<file path="src/rtl/hiscore_upload.sv">
// Upload-side ioctl responder: serves bytes from a window of core RAM to the HPS,
// borrowing the shared RAM read port only while the core grants it.
`timescale 1ns/1ps
module hiscore_upload #(
  parameter logic [7:0]  INDEX = 8'd4,
  parameter logic [15:0] BASE  = 16'h0000,
  parameter logic [15:0] SIZE  = 16'd64,
  parameter logic [7:0]  FILL  = 8'h00
) (
  input  logic        clk_sys,
  input  logic        reset_n,
  input  logic        ioctl_upload,
  input  logic [7:0]  ioctl_index,
  input  logic        ioctl_rd,
  input  logic [24:0] ioctl_addr,
  output logic [7:0]  ioctl_din,
  output logic        ioctl_wait,
  output logic        ram_req,
  input  logic        ram_gnt,
  output logic [15:0] ram_addr,
  output logic        ram_rd,
  input  logic [7:0]  ram_q,
  output logic        busy,
  output logic [7:0]  sum,
  output logic        done
);

  typedef enum logic [1:0] {StIdle, StReq, StRd, StCap} state_e;

  state_e      state_q, state_d;
  logic [7:0]  din_q, din_d;
  logic        wait_q, wait_d;
  logic        req_q, req_d;
  logic        rd_q, rd_d;
  logic [15:0] addr_q, addr_d;
  logic [7:0]  sum_q, sum_d;
  logic        busy_q;
  logic        done_q;

  logic active;
  logic in_window;

  assign active    = ioctl_upload && (ioctl_index == INDEX);
  assign in_window = ioctl_addr < {9'd0, SIZE};

  always_comb begin
    state_d = state_q;
    din_d   = din_q;
    wait_d  = wait_q;
    req_d   = req_q;
    rd_d    = 1'b0;
    addr_d  = addr_q;
    sum_d   = sum_q;

    if (active && !busy_q) begin
      sum_d = 8'h00;
    end

    // Losing the upload wins over everything: drop the port and return to idle.
    if (!active) begin
      state_d = StIdle;
      wait_d  = 1'b0;
      req_d   = 1'b0;
    end else begin
      unique case (state_q)
        StIdle: begin
          if (ioctl_rd) begin
            if (in_window) begin
              addr_d  = BASE + ioctl_addr[15:0];
              wait_d  = 1'b1;
              req_d   = 1'b1;
              state_d = StReq;
            end else begin
              din_d = FILL;
            end
          end
        end
        StReq: begin
          if (ram_gnt) begin
            rd_d    = 1'b1;
            state_d = StRd;
          end
        end
        // A grant lost during the read cycle invalidates ram_q; retry from REQ.
        StRd: begin
          state_d = ram_gnt ? StCap : StReq;
        end
        StCap: begin
          din_d   = ram_q;
          sum_d   = sum_q + ram_q;
          wait_d  = 1'b0;
          req_d   = 1'b0;
          state_d = StIdle;
        end
        default: state_d = StIdle;
      endcase
    end
  end

  always_ff @(posedge clk_sys or negedge reset_n) begin
    if (!reset_n) begin
      state_q <= StIdle;
      din_q   <= 8'h00;
      wait_q  <= 1'b0;
      req_q   <= 1'b0;
      rd_q    <= 1'b0;
      addr_q  <= 16'h0000;
      sum_q   <= 8'h00;
      busy_q  <= 1'b0;
      done_q  <= 1'b0;
    end else begin
      state_q <= state_d;
      din_q   <= din_d;
      wait_q  <= wait_d;
      req_q   <= req_d;
      rd_q    <= rd_d;
      addr_q  <= addr_d;
      sum_q   <= sum_d;
      busy_q  <= active;
      done_q  <= busy_q && !active;
    end
  end

  assign ioctl_din  = din_q;
  assign ioctl_wait = wait_q;
  assign ram_req    = req_q;
  assign ram_rd     = rd_q;
  assign ram_addr   = addr_q;
  assign busy       = busy_q;
  assign sum        = sum_q;
  assign done       = done_q;

endmodule

</file>
<file path="config.mk">
export PLATFORM = sky130hd
export DESIGN_NAME = hiscore_upload
export DESIGN_NICKNAME = d
export VERILOG_FILES = /design/src/rtl/hiscore_upload.sv
export SDC_FILE = /design/constraint.sdc
export NUM_CORES = 1
export LEC_CHECK = 0
export CORE_ASPECT_RATIO = 1.75
export CORE_MARGIN = 4
export CORE_UTILIZATION = 44
export CTS_CLUSTER_DIAMETER = 60
export DETAILED_ROUTE_END_ITERATION = 8
export GPL_ROUTABILITY_DRIVEN = 0
export PLACE_DENSITY = 0.84
export SLEW_MARGIN = 15
export SYNTH_ARGS = -nofsm -noshare
export SYNTH_HDL_FRONTEND = slang
export SYNTH_SLANG_ARGS = --single-unit
export TNS_END_PERCENT = 5
</file>
<file path="constraint.sdc">
create_clock -name clk_sys -period 5.15 [get_ports clk_sys]
set_clock_uncertainty 0.15 [all_clocks]
set_input_delay 1.03 -clock clk_sys [delete_from_list [all_inputs] [get_ports clk_sys]]
set_output_delay 1.03 -clock clk_sys [all_outputs]
set_load 0.01 [all_outputs]
</file>
==> impl_metrics.py <==
metrics = {
    "run_status": {
        "status": "finished clean",
    },
    "floorplanning": {
        "fp.dieW_um": 56.3,
        "fp.dieH_um": 92.5,
        "io_pins": 83,
        "coreArea_um2": 3900,
        "num_rows": 30,
        "dieArea_um2": 5210,
        "start_util_pct": 46.0,
    },
    "synthesis": {
        "ys_seq_area_share_pct": 53.0,
        "synth.distinct_cells": 33,
        "syn-num-nets": 225,
        "synth_cells": 171,
        "ys.warnings.count": 0,
        "yosys-top-cells-count": "dfrtp_1 (38), nand2_1 (29), nand3_1 (11)",
        "yosys_register_bits": 38,
        "synth_top_area_cell": "dfrtp_1",
        "yosysMostFrequentCell": "dfrtp_1",
        "synth_edf_count": 0,
        "ys.flop_type": "dfrtp_1",
        "synth_area_leaders": "dfrtp_1 (53%), nand2_1 (6.1%), ha_1 (4.9%), nor2b_1 (3.5%), mux2_2 (3.1%)",
        "async_reset_ff_share_pct": 100,
        "synth_area_um2": 1800,
        "yosys.area.top_type_share_pct": 53.0,
        "postSynthAreaPerCell_um2": 10.5,
    },
    "timing": {
        "tns_ns": 0,
        "drv_slew": 0,
        "setup_viol": 0,
        "layout_min_cycle_time_ns": 3.21,
        "finalCritPeriodShare_pct": 62.3,
        "fmax_mhz": 312,
        "finalHoldViolCount": 0,
        "tightest_slew_ns": 0.847,
        "slew_headroom_pct": 43.3,
        "rsz0062_at_grt": "no",
    },
    "drt": {
        "vias": 1568,
        "firstDrtPassIters": 4,
        "ant_nets": 0,
        "wl_per_cell_um": 15.0,
        "vias_per_cell": 5.16,
        "wl_mm": 4.55,
        "drtIter0Drc": 27,
        "drc_errors": 0,
    },
    "critical_path": {
        "r2r_slack_ns": 2.90,
        "endpoint_kind": "register",
        "crit_required_ns": 5.17,
        "cp_max_fo": 16,
        "critPathLaunchType": "input pin",
        "crit_type": "in2reg",
        "critPathArrivalTime_ns": 3.23,
    },
    "power_and_ir_drop": {
        "clkPwrFrac_pct": 46.7,
        "p_leak_nw": 1.25,
        "irDropWorstVdd_mv": 0.245,
        "power.density_nw_per_um2": 236,
        "internal-power_mw": 0.540,
        "p_switching_mw": 0.119,
        "p_seq_share_pct": 45.3,
        "combPwrFrac_pct": 8.0,
        "switching_share_pct": 18.0,
    },
    "clocking": {
        "insertion_delay_ns": 0.29,
        "cts_resized": 0,
        "cts.sinks": 38,
        "clk_pin_slew_ns": 0.06,
        "cts_buffers": 5,
        "post_cts_buffers": 0,
        "cts.path.max_buffers": 2,
        "hold_buffers": 0,
        "cts_tree": "yes",
        "cts_root_buf": "clkbuf_8",
        "htreeDepth": 2,
    },
    "job": {
        "maxCapViolCount": 0,
    },
    "cells_and_area": {
        "finalNetCount": 309,
        "fin_area_um2": 2790,
        "n_antenna_cell": 0,
        "area_growth_pct": 55.4,
        "multi_input_area_um2": 798,
        "num-fill-cells": 299,
        "register_area_um2": 951,
        "drive_above_1_share_pct": 6.64,
    },
    "grt": {
        "antenna_found_initial": 0,
        "grt-ovfl-total": 0,
        "grt_max_degree": 39,
        "grt.total_usage_pct": 18.4,
        "grt_first_pass_wirelength_mm": 7.51,
        "grt_pass1_vias": 1667,
    },
    "placed_design": {
        "placed_area_um2": 2650,
        "io_buffers": 82,
        "post-dp-hpwl_mm": 3.61,
    },
    "hold_path": {
        "holdCritPathClass": "reg2reg",
    },
}
## metal layers
metal	routed length [um]	track usage (%)	vias to the layer above
li1	-	-	765
met1	1640	17.8	738
met2	2580	36.0	59
met3	243	4.46	6
met4	87	6.93	0
met5	0	0	-
## cells in the final DEF, fill, tap and decap left out, types with 2 or more instances in the layout
cell type	count
nor4_1	5
nor4b_4	2
nor2_1	6
bufinv_16	2
a21oi_1	6
inv_1	6
clkbuf_8	6
nand3_1	11
o21ai_0	8
dfrtp_1	38
xnor2_1	3
nor3_1	4
clkdlybuf4s50_1	81
a32o_1	2
and2_1	3
mux2_2	5
ha_1	7
o211ai_1	3
a22o_1	2
or3_1	2
nand2b_1	4
nor2b_1	10
nand2_1	29
## stage by stage
| step | worst slack (ns) | utilization, % | hold slack [ns] | instances | power [mW] |
|---|---|---|---|---|---|
| 2_1_floorplan | 2.54 | - | 0.379 | 171 | 0.314 |
| 3_3_place_gp | 1.69 | 67.8 | 0.319 | 296 | 0.356 |
| 3_5_place_dp | 1.61 | 67.8 | 0.325 | 296 | 0.357 |
| 4_1_cts | 1.92 | 71.5 | 0.340 | 304 | 0.663 |
| 5_1_grt | 1.74 | 71.5 | 0.370 | 304 | 0.681 |
| 6_report | 1.94 | 71.5 | 0.332 | 304 | 0.658 |
## critical path, cell delays in order
cell	delay, ns
clkdlybuf4s50_1	0.45
nor4b_4	0.33
nand3_2	0.21
nor4b_4	0.80
mux2_2	0.41
## registers in the layout, indices dropped and copies added (netlist names)
name / count
state_q: 2
done: 1
ram_req: 1
busy: 1
ram_addr: 16
sum: 8
ram_rd: 1
ioctl_din: 8
## path summary, 6_finish.rpt
path / start / to / cells past startpoint
max: ioctl_index[1] / ram_addr[3] / 5
max in group asynchronous: reset_n / ram_addr[1] / 1
min reg2reg: ram_addr[5] / ram_addr[5] / 1
max reg2reg: state_q[1] / ram_addr[3] / 3
min: ram_addr[5] / ram_addr[5] / 1
min in group asynchronous: reset_n / ram_addr[8] / 1
## power groups by stage
stage               combinational (mW)  clock (mW)  sequential [mW]
floorplan                      0.00970           0            0.304
global placement                0.0520           0            0.304
detailed placement              0.0530           0            0.304
CTS                             0.0534       0.311            0.298
global route                    0.0573       0.326            0.298
finish                          0.0525       0.307            0.298
## logic make-up after synthesis
logic type	Yosys count	share of synthesized area [%]
DFF	38	53.0
muxes	6	3.76
and+or+nand+nor	79	23.8
adders and majority gates	8	5.99
xor gates and xnor gates	3	1.46
buffers and inverters	11	2.58
AOI/OAI and AO/OA	26	9.41
## layout make-up
class | count | area share, %
multi-input combinational | 122 | 28.6
inverter | 6 | 0.807
clock inverter | 2 | 2.15
clock buffer | 6 | 2.96
tap | 48 | 2.15
timing repair buffer | 82 | 29.2
sequential | 38 | 34.1
(Power assumes the default switching activity.)
